File: config.mk
export PLATFORM = sky130hd
export DESIGN_NAME = tone_gen
export DESIGN_NICKNAME = d
export VERILOG_FILES = /design/src/rtl/tone_gen.sv
export SDC_FILE = /design/constraint.sdc
export NUM_CORES = 1
export LEC_CHECK = 0
export ABC_AREA = 1
export CELL_PAD_IN_SITES_DETAIL_PLACEMENT = 0
export CELL_PAD_IN_SITES_GLOBAL_PLACEMENT = 1
export CORE_AREA = 3 3 136 138
export DETAILED_ROUTE_END_ITERATION = 8
export DIE_AREA = 0 0 139 141
export GPL_TIMING_DRIVEN = 0
export PLACE_DENSITY = 0.75
export RECOVER_POWER = 100
export SYNTH_ARGS = -nofsm -noshare
export SYNTH_HDL_FRONTEND = slang
export SYNTH_SLANG_ARGS = --single-unit
File: constraint.sdc
create_clock -name clk -period 2.52 [get_ports clk]
set_input_delay 0.504 -clock clk [delete_from_list [all_inputs] [get_ports clk]]
set_output_delay 0.504 -clock clk [all_outputs]
set_load 0.01 [all_outputs]
File: src/rtl/tone_gen.sv
// tone_gen: square-wave tone synthesizer.
// Takes a frequency request in Hz over valid/ready, computes the half-period
// floor(SYS_FREQ/(2f)) with a one-bit-per-cycle restoring divider, and drives
// a 50%-duty square wave whose half-cycle is that many clocks.
// Build option: define TONE_GEN_GLITCHFREE_EN to apply new half-periods only
// at toggle boundaries; leave it undefined to apply them one edge after the
// divider finishes, restarting the waveform at phase 0.
module tone_gen #(
   parameter  int SYS_FREQ = 100000,
   parameter  int MAX_FREQ = 20000,
   parameter  int FREQ_W   = 16,
   localparam int HP_W     = $clog2(SYS_FREQ/2+1)
) (
   input  logic              clk,
   input  logic              reset,
   input  logic [FREQ_W-1:0] freq_in,
   input  logic              freq_valid,
   output logic              freq_ready,
   output logic              tone_out,
   output logic [HP_W-1:0]   half_period,
   output logic              busy
);

   localparam int RW    = FREQ_W + 1;
   localparam int CNT_W = $clog2(HP_W + 1);
   localparam logic [HP_W-1:0]   DIVIDEND = HP_W'(SYS_FREQ/2);
   localparam logic [FREQ_W-1:0] MAX_F    = FREQ_W'(MAX_FREQ);

   typedef enum logic [1:0] {ST_IDLE, ST_DIV, ST_DONE} state_t;

   state_t             state_q, state_d;
   logic [FREQ_W-1:0]  divisor_q, divisor_d;
   logic [FREQ_W-1:0]  rem_q, rem_d;
   logic [HP_W-1:0]    quot_q, quot_d;      // dividend bits shift out, quotient bits shift in
   logic [CNT_W-1:0]   bit_cnt_q, bit_cnt_d;
   logic [HP_W-1:0]    pend_q, pend_d;
   logic               pend_valid_q, pend_valid_d;
   logic [HP_W-1:0]    hp_q, hp_d;
   logic [HP_W-1:0]    cnt_q, cnt_d;
   logic               tone_q, tone_d;

   logic               accept;
   logic [FREQ_W-1:0]  f_clamped;
   logic [RW-1:0]      rem_shift;
   logic               rem_ge;
   logic [FREQ_W-1:0]  rem_sub;
   logic               done_wr;
   logic               wrap;
   logic               apply;

   assign accept    = freq_valid && (state_q == ST_IDLE);
   assign f_clamped = (freq_in > MAX_F) ? MAX_F : freq_in;
   assign rem_shift = {rem_q, quot_q[HP_W-1]};
   assign rem_ge    = rem_shift >= {1'b0, divisor_q};
   assign rem_sub   = rem_shift[FREQ_W-1:0] - divisor_q;
   assign done_wr   = (state_q == ST_DONE);
   assign wrap      = (hp_q != '0) && (cnt_q == hp_q - HP_W'(1));

`ifdef TONE_GEN_GLITCHFREE_EN
   // new half-period only lands while muted or exactly on a toggle edge
   assign apply = pend_valid_q && ((hp_q == '0) || wrap);
`else
   // new half-period lands on the first edge it is available
   assign apply = pend_valid_q;
`endif

   // divider FSM: accept, shift-subtract HP_W times, publish quotient
   always_comb begin
      state_d   = state_q;
      divisor_d = divisor_q;
      rem_d     = rem_q;
      quot_d    = quot_q;
      bit_cnt_d = bit_cnt_q;
      case (state_q)
         ST_IDLE: begin
            if (accept) begin
               divisor_d = f_clamped;
               rem_d     = '0;
               bit_cnt_d = '0;
               if (f_clamped == '0) begin
                  quot_d  = '0;          // mute skips the divider
                  state_d = ST_DONE;
               end else begin
                  quot_d  = DIVIDEND;
                  state_d = ST_DIV;
               end
            end
         end
         ST_DIV: begin
            rem_d     = rem_ge ? rem_sub : rem_shift[FREQ_W-1:0];
            quot_d    = {quot_q[HP_W-2:0], rem_ge};
            bit_cnt_d = bit_cnt_q + CNT_W'(1);
            if (bit_cnt_q == CNT_W'(HP_W-1)) state_d = ST_DONE;
         end
         ST_DONE: state_d = ST_IDLE;
         default: state_d = ST_IDLE;
      endcase
   end

   // pending slot: divider result waits here until the tone counter takes it
   always_comb begin
      pend_d       = done_wr ? quot_q : pend_q;
      pend_valid_d = pend_valid_q;
      if (apply)   pend_valid_d = 1'b0;
      if (done_wr) pend_valid_d = 1'b1;   // a fresh result outranks one just consumed
   end

   // tone counter: toggle every hp_q cycles, hold low while muted
   always_comb begin
      hp_d   = hp_q;
      cnt_d  = cnt_q;
      tone_d = tone_q;
      if (hp_q == '0) begin
         cnt_d  = '0;
         tone_d = 1'b0;
      end else if (wrap) begin
         cnt_d  = '0;
         tone_d = ~tone_q;
      end else begin
         cnt_d  = cnt_q + HP_W'(1);
      end
      if (apply) begin
         hp_d = pend_q;
`ifdef TONE_GEN_GLITCHFREE_EN
         if (pend_q == '0) tone_d = 1'b0;
`else
         cnt_d  = '0;
         tone_d = 1'b0;
`endif
      end
   end

   // state registers, asynchronously cleared
   always_ff @(posedge clk or negedge reset) begin
      if (!reset) begin
         state_q      <= ST_IDLE;
         divisor_q    <= '0;
         rem_q        <= '0;
         quot_q       <= '0;
         bit_cnt_q    <= '0;
         pend_q       <= '0;
         pend_valid_q <= 1'b0;
         hp_q         <= '0;
         cnt_q        <= '0;
         tone_q       <= 1'b0;
      end else begin
         state_q      <= state_d;
         divisor_q    <= divisor_d;
         rem_q        <= rem_d;
         quot_q       <= quot_d;
         bit_cnt_q    <= bit_cnt_d;
         pend_q       <= pend_d;
         pend_valid_q <= pend_valid_d;
         hp_q         <= hp_d;
         cnt_q        <= cnt_d;
         tone_q       <= tone_d;
      end
   end

   // simulation check: a nonzero request must never produce a zero half-period
   assert property (@(posedge clk) disable iff (!reset)
                    (done_wr && divisor_q != '0) |-> (quot_q != '0));

   assign freq_ready  = (state_q == ST_IDLE);
   assign tone_out    = tone_q;
   assign half_period = hp_q;
   assign busy        = (state_q != ST_IDLE) | pend_valid_q;

endmodule

**Yosys cells after proc, flatten, opt, wreduce, memory -nomap -nowiden**

Index checks and enable logic that the tools add are counted.

- Add/subtract/negate cells: 4
- Magnitude comparators: 2
- Equal/unequal tests: 6
- Multiplexer cells: 20
- Bitwise logic cells: 2
- Reduce and logical (&&, ||, !) cells: 12

Operators by type and width:

| kind | count |
|---|---|
| $mux 16 | 8 |
| $pmux 16 s2 | 2 |
| $logic_not 16->1 | 2 |
| $ge 17x16->1 | 1 |
| $add 16x1->16 const B | 1 |
| $eq 16x16->1 | 1 |
| $gt 16x15->1 const B | 1 |
| $reduce_bool 16->1 | 1 |
| $sub 16x1->16 const B | 1 |
| $sub 16x16->16 | 1 |
| $pmux 5 s2 | 1 |
| $mux 2 | 3 |
| $reduce_and 2->1 | 3 |
| $add 5x1->5 const B | 1 |
| $eq 5x4->1 const B | 1 |
| $mux 5 | 1 |
| $mux 1 | 4 |
| $pmux 2 s2 | 1 |
| $reduce_bool 2->1 | 2 |
| $reduce_bool 3->1 | 1 |
| $eq 2x1->1 const B | 1 |
| $eq 2x2->1 const B | 1 |
| $logic_and 1x1->1 | 2 |
| $logic_not 2->1 | 1 |
| 4 further kinds | 4 |

- Register bits: 105
- Bits of input ports: 19
- Output and inout port bits: 19
- Word-level logic and storage cells: 56

**Depth between registers and ports, before layout**

Gate-level depths: netlist of run 1.

- Depth after elaboration: 6
- Depth in mapped cells: 14
- Gate-level depth less buffers: 14

**Least setup slack after synthesis of run 1**

Ideal clock, no wire load.

- Kind: register to register
- Start: register divisor_q[0]
- End: register rem_q[10]
- Setup time: 66 ps
- Arrival: 1,927 ps
- Required time: 2,454 ps
- Setup slack: 527 ps
- Stages on the path, launching flop included: 12
- Buffers on the path: 0
- Period minus slack after synthesis: 1,993 ps
- Cells stage by stage: dfrtp_1 -> ha_1 -> fa_1 -> nor2_1 -> nor2_1 -> o21ai_0 -> nand2_1 -> nand2_1 -> nor2_1 -> o21ai_0 -> nand3_1 -> nand2_1

- Word-level cells in the longest chain between the ends: 3
- Elaborated cells between the ends (all ways): 4
- Those cells by class: 1 x add/sub; 1 x order compare; 2 x mux

Ends and longest elaborated chain:

| element | line | RTL |
|---|---|---|
| start: declaration | 32 | `logic [FREQ_W-1:0] divisor_q, divisor_d;` |
| start signal: assignment | 148 | `divisor_q <= divisor_d;` |
| $sub 16x16->16 / $ge 17x16->1 (equally long branches) | 55, 54 |  |
| $mux 16 * | 90 | `rem_d = rem_ge ? rem_sub : rem_shift[FREQ_W-1:0];` |
| $pmux 16 s2 * | 74 | `case (state_q)` |
| end signal: assignment | 149 | `rem_q <= rem_d;` |
| end: declaration | 33 | `logic [FREQ_W-1:0] rem_q, rem_d;` |

Every way passes the cells marked *; elsewhere a longest branch is shown, timed or not.
A chain may end at the register's enable or synchronous reset.

**Final worst setup path of run 1**

- Start: register rem_q[5]
- End: register rem_q[8]

- Word-level cells in the longest chain between the ends: 3
- Elaborated cells between the ends (all ways): 4
- Those cells by class: 1 x add/sub; 1 x order compare; 2 x mux

Ends and longest elaborated chain:

| element | line |
|---|---|
| $sub 16x16->16 / $ge 17x16->1 (equally long branches) | 55, 54 |
| $mux 16 * | 90 |
| $pmux 16 s2 * | 74 |

Marked as above.

==> impl_metrics.json, run 1 <==
{
  "status": "finished, final reports clean",
  "wire_per_inst_um": 14.1,
  "clock.fmax_ghz": 0.433,
  "yosys-top-cells-area": "dfrtp_1 (43%), nand2_1 (14%), inv_1 (6.2%)",
  "synth_cell_types": 36,
  "finClkSkew_ps": 7.75,
  "avgSynthCellArea_um2": 7.52,
  "worst_ep_required_time_ps": 2770,
  "syn_to_final_growth_pct": 16.1,
  "layout.cells.non_filler": 1089,
  "cts_made_buffers": 9,
  "crit_path_end_kind": "register",
  "gp_congestion": 0.857,
  "grt_setup_unrepaired": "false",
  "mostFrequentLayoutCells": "nand2_1 (224), dfrtp_1 (105), inv_1 (101)",
  "numPlacedInstances": 1071,
  "grt_first_pass_wirelength_mm": 25.7,
  "yosysSeqAreaShare_pct": 43.3,
  "ys_warn_count": 0,
  "slew_violations": 0,
  "grt_overflow_total": 0,
  "hold_path.class": "input port to asynchronous set/reset pin",
  "fin_crit_ps": 2310,
  "cts.hold.buffers_added": 0,
  "arrival_ps": 2560,
  "rows": 48,
  "fin_area_mm2": 0.00705,
  "ant_nets": 0,
  "synth_top_area_share_pct": 43.3,
  "cts_max_level": 3,
  "timing.hold.ws_ps": 323,
  "hold_violations": 0,
  "power_leakage_nw": 3.50,
  "total_power_mw": 8.66,
  "vdd_drop_max_uv": 575,
  "relSlewSlack_pct": 31.8,
  "drt_iter0_markers": 315,
  "ys.flop_type": "dfrtp_1",
  "seq_power_share_pct": 30.0,
  "setup_viol": 0,
  "design.die.area_mm2": 0.0196,
  "grt_pass1_vias": 5013,
  "synth_top_area_cell": "dfrtp_1",
  "fp.dieW_um": 139,
  "via_per_inst": 4.81,
  "synth-seq-cells": 105,
  "p_sw_mw": 3.86,
  "clkTransAtPathRegs_ps": 80,
  "synth-edff-count": 0,
  "cts_sinks": 105,
  "fillers": 1817,
  "final_core_util_pct": 40.8,
  "postRouteWirelength_mm": 15.3,
  "drt_first_pass_iters": 5,
  "syn_area_mm2": 0.00607,
  "sw_frac_of_total_pct": 44.6,
  "io_buffers": 37,
  "detailed_place_hpwl_mm": 11.9,
  "antenna_found_initial": 0,
  "cts_tree": "yes",
  "tightest_slew_ps": 1020,
  "cts_buffer_depth": 2,
  "worstSetupStartpointType": "register",
  "clock_latency_ps": 350,
  "synth_cells": 808,
  "drive_gt1_share_pct": 5.09,
  "timing_worst_setup_path_type": "register to register",
  "grt_max_degree": 67,
  "p_int_mw": 4.80,
  "clkPwrFrac_pct": 16.7,
  "p_comb_share_pct": 53.3,
  "io_pins": 38,
  "max-cap-violations": 0,
  "power_density_mw_per_mm2": 1230,
  "gr-usage-all-layers_pct": 16.0,
  "vias": 5242,
  "ctsRootBufferMaster": "clkbuf_16",
  "syn_nets": 849,
  "place_area_mm2": 0.00675,
  "n_antenna_cell": 0,
  "core_area_mm2": 0.0173,
  "nNetsFinal": 900,
  "die_h_um": 141,
  "synthArstFlopShare_pct": 100,
  "start_util_pct": 35.1,
  "fin_crit_sh_pct": 91.7,
  "crit_path_max_fanout": 10,
  "final_common_cell": "nand2_1",
  "route.detailed.drc": 0
}
==> what timing repair did <==
action	CTS	global route
endpoints found under the setup margin	0	23
buffers inserted	0	2
resized for setup	0	4
==> state kept, by name, summed over array words and instances (netlist names) <==
name	cells
divisor_q	16
apply	1
quot_q	16
cnt_q	16
rem_q	16
bit_cnt_q	5
tone_out	1
state_q	2
pend_q	16
half_period	16
==> path summary, 6_finish.rpt <==
| kind | startpoint | end | slack [ps] | cells after the start |
|---|---|---|---|---|
| max in group asynchronous | reset | rem_q[15] | 670 | 2 |
| min in group clk | pend_q[8] | pend_q[8] | 480 | 2 |
| worst min register to register | pend_q[8] | pend_q[8] | 480 | 2 |
| worst max register to register | rem_q[5] | rem_q[8] | 210 | 10 |
| worst max-delay path | rem_q[5] | rem_q[8] | 210 | 10 |
| worst min-delay path | reset | cnt_q[2] | 320 | 1 |
==> critical path: stages (launching register included) <==
cell	delay (ps)
dfrtp_1	410
ha_1	370
a21oi_1	250
o21ai_0	150
a21oi_1	150
nand2_1	130
nand2_2	170
buf_2	290
nand3b_1	110
nand3_1	120
nand2_1	60
==> area by class of cell <==
type | instances | area (um^2) | share of cell area (%)
Tap cell | 225 | 282 | 3.99
Clock inverter | 7 | 76.3 | 1.08
Timing Repair Buffer | 40 | 388 | 5.50
Multi-Input combinational cell | 580 | 2970 | 42.1
Sequential cell | 105 | 2630 | 37.3
Buffer | 20 | 95.1 | 1.35
Inverter | 103 | 387 | 5.48
Clock buffer | 9 | 225 | 3.19
==> through the flow <==
step,setup TNS [ps],setup slack (ps)
floorplan,0,527
finish,0,209
detailed placement,-178,-32.0
CTS,0,54.7
global route,0,15.6
global placement,-333960,-3190
==> power by group through the flow <==
| stage | clock [mW] | combinational, mW | sequential, mW |
|---|---|---|---|
| 2_1_floorplan | 0 | 3.49 | 2.54 |
| 3_3_place_gp | 0 | 4.57 | 2.62 |
| 3_5_place_dp | 0 | 4.58 | 2.62 |
| 4_1_cts | 1.49 | 4.60 | 2.59 |
| 5_1_grt | 1.57 | 5.28 | 2.67 |
| 6_report | 1.44 | 4.62 | 2.59 |
==> Yosys cell counts (15+ instances only) <==
master and n:
nand2_1 224, dfrtp_1 105, inv_1 101, nor2_1 71, nand3_1 70, o21ai_0 59, ha_1 21, a21oi_1 19
nand3b_1 16, nand4_1 16, xor2_1 16, o22ai_1 15
==> per-layer routing <==
metal,vias up,track usage [%],share of wire [%]
met3,19,3.22,3.3
met1,2417,22.6,50
met4,0,4.53,2.0
met5,-,0,0
li1,2721,-,-
met2,85,25.2,45
==> kinds of logic (layout without fill, tap and decap cells) <==
group | count (synthesis) | after routing | share of synthesized area (%)
flops | 105 | 105 | 43.3
compound gates | 111 | 111 | 10.1
buf+inv | 123 | 179 | 7.97
fa+ha+maj | 22 | 22 | 4.65
simple gates | 420 | 420 | 30.1
xor+xnor | 27 | 27 | 3.89
Note: power is estimated with default switching activity, not from simulation.
==> run 2, diff against run 1 <==
- CTS_CLUSTER_SIZE: default -> 20
==> results of run 2 <==
Same layout as run 1: the final DEF is identical, and so are final timing and power.
==> run 3, diff against run 2 <==
- REMOVE_ABC_BUFFERS: default -> 1
==> impl_metrics.json, run 3 (synthesis gave the netlist of run 1 again) <==
{
  "design.die.area_mm2": 0.0196,
  "grt_overflow_total": 0,
  "layout.cells.non_filler": 1077,
  "n_antenna_cell": 0,
  "cts_made_buffers": 9,
  "cts.hold.buffers_added": 0,
  "timing.hold.ws_ps": 479,
  "via_per_inst": 4.87,
  "numPlacedInstances": 1052,
  "route.detailed.drc": 0,
  "ant_nets": 0,
  "drt_iter0_markers": 251,
  "wire_per_inst_um": 14.1,
  "final_common_cell": "nand2_1",
  "io_buffers": 37,
  "fin_area_mm2": 0.00708,
  "worst_ep_required_time_ps": 2730,
  "die_h_um": 141,
  "power_leakage_nw": 3.50,
  "final_core_util_pct": 40.9,
  "grt_first_pass_wirelength_mm": 25.1,
  "start_util_pct": 35.1,
  "cts_max_level": 3,
  "path_common_cell": "nand3_1",
  "worst-path-buf-inv": 1,
  "vdd_drop_max_uv": 569,
  "path_cells": "clkdlybuf4s50_1 > nor2_1 > nand3_1 > nor3_1 > nand3_1 > o21ai_4 > nand4_1 > nand2_2 > o211ai_1",
  "place_area_mm2": 0.00667,
  "crit_slowest_cell": "clkdlybuf4s50_1",
  "crit_family": "simple AND/OR/NAND/NOR gates",
  "crit_path_start": "freq_in[12]",
  "rows": 48,
  "ctsRootBufferMaster": "clkbuf_16",
  "status": "finished with violations",
  "gr-usage-all-layers_pct": 15.6,
  "core_area_mm2": 0.0173,
  "min_from": "pend_q[14]",
  "clock_latency_ps": 350,
  "power_density_mw_per_mm2": 1200,
  "max-cap-violations": 1,
  "mostFrequentLayoutCells": "nand2_1 (222), dfrtp_1 (104), inv_1 (100)",
  "hold_depth": 2,
  "fillers": 1823,
  "cts_tree": "yes",
  "hold_end": "pend_q[14]",
  "setup_viol": 0,
  "vias": 5250,
  "crit_path_max_fanout": 7,
  "reg2reg_depth": 12,
  "timing_worst_setup_path_type": "input port to register",
  "relSlewSlack_pct": -7.33,
  "grt_pass1_vias": 5152,
  "grt_max_degree": 65,
  "fin_crit_ps": 2400,
  "cts_buffer_depth": 2,
  "clkTransAtPathRegs_ps": 80,
  "antenna_found_initial": 0,
  "post-place-ws_ps": -1520,
  "finClkSkew_ps": 8.67,
  "hold_path.class": "register to register",
  "grt_setup_unrepaired": "true",
  "r2r_setup_slack_ps": 160,
  "cts_sinks": 105,
  "gp_congestion": 0.838,
  "worstSetupStartpointType": "input port",
  "fin_crit_sh_pct": 95.1,
  "drive_gt1_share_pct": 6.22,
  "io_pins": 38,
  "worstReg2RegStart": "half_period[0]",
  "slew_violations": 65,
  "tightest_slew_ps": 1610,
  "nNetsFinal": 888,
  "arrival_ps": 2600,
  "crit_path_end_kind": "register",
  "reg2reg_to": "cnt_q[6]",
  "syn_to_final_growth_pct": 16.5,
  "postRouteWirelength_mm": 15.2,
  "detailed_place_hpwl_mm": 11.2,
  "hold_violations": 0,
  "fp.dieW_um": 139,
  "critical_path.max_stage_delay_ps": 420,
  "final.setup.worst_slack_ps": 124,
  "drt_first_pass_iters": 4,
  "violations": "max-capacitance violations, max-slew violations",
  "clock.fmax_ghz": 0.417
}
-- run 3: cell types whose count changed in the layout (fill, tap and decap cells not counted), moves of 3 or more --
cell | before | now
clkdlybuf4s50_1 | 16 | 19
nand2_4 | 1 | 4
clkinv_4 | 1 | 5
buf_2 | 4 | 0
dlygate4sd3_1 | 20 | 17
clkbuf_1 | 13 | 0
buf_4 | 2 | 7
-- run 3: how the worst max path moves through the flow --
| stage | end | slack (ps) | depth (start not counted) |
|---|---|---|---|
| 2_1_floorplan | quot_q[15] | -220 | 5 |
| 3_3_place_gp | divisor_q[13] | -3230 | 1 |
| 3_5_place_dp | state_q[0] | -1520 | 9 |
| 4_1_cts | state_q[0] | 0.5 | 9 |
| 5_1_grt | quot_q[15] | -70 | 9 |
| 6_report | quot_q[15] | 120 | 9 |
-- run 3: metal layers --
layer,up-vias,wire length [um],track usage (%)
met5,-,0,0
met4,0,368,6.39
met3,28,362,1.93
met2,65,7270,26.4
met1,2452,7190,20.2
li1,2705,-,-
-- run 3: worst register-to-register path, delay by kind of cell, from the launching register on --
family | cells | cell delay [ps]
simple gates | 9 | 1220
fa+ha+maj | 1 | 300
flops | 1 | 400
buf+inv | 2 | 330
-- run 3: area by class of cell --
type / count / area, um^2 / share of cell area (%)
Inverter: 103 / 393 / 5.55
Clock buffer: 10 / 239 / 3.38
Timing Repair Buffer: 46 / 440 / 6.22
Timing Repair inverter: 1 / 5.00 / 0.0707
Multi-Input combinational cell: 581 / 3020 / 42.7
Sequential cell: 105 / 2630 / 37.2
Clock inverter: 6 / 62.6 / 0.884
Tap cell: 225 / 282 / 3.98
-- run 3: per-stage QoR --
| step | setup TNS [ps] | total power, mW |
|---|---|---|
| CTS | 0 | 8.56 |
| floorplan | -2330 | 5.92 |
| finish | 0 | 8.51 |
| global route | -341 | 9.42 |
| global placement | -405240 | 6.99 |
| detailed placement | -41370 | 7.06 |
-- run 3: power by group --
group	switching, mW	total [mW]	internal [mW]	leakage (nW)
Combinational	2.82	4.52	1.70	1.99
Sequential	0.327	2.60	2.27	1.36
Clock	0.679	1.40	0.721	0.148
Total	3.82	8.51	4.69	3.50
-- run 3: repair_timing --
item,in CTS,in global routing
gates resized for setup,14,5
pin swaps,0,4
cloned,1,1
endpoints found under the setup margin,69,52
setup buffers,1,6
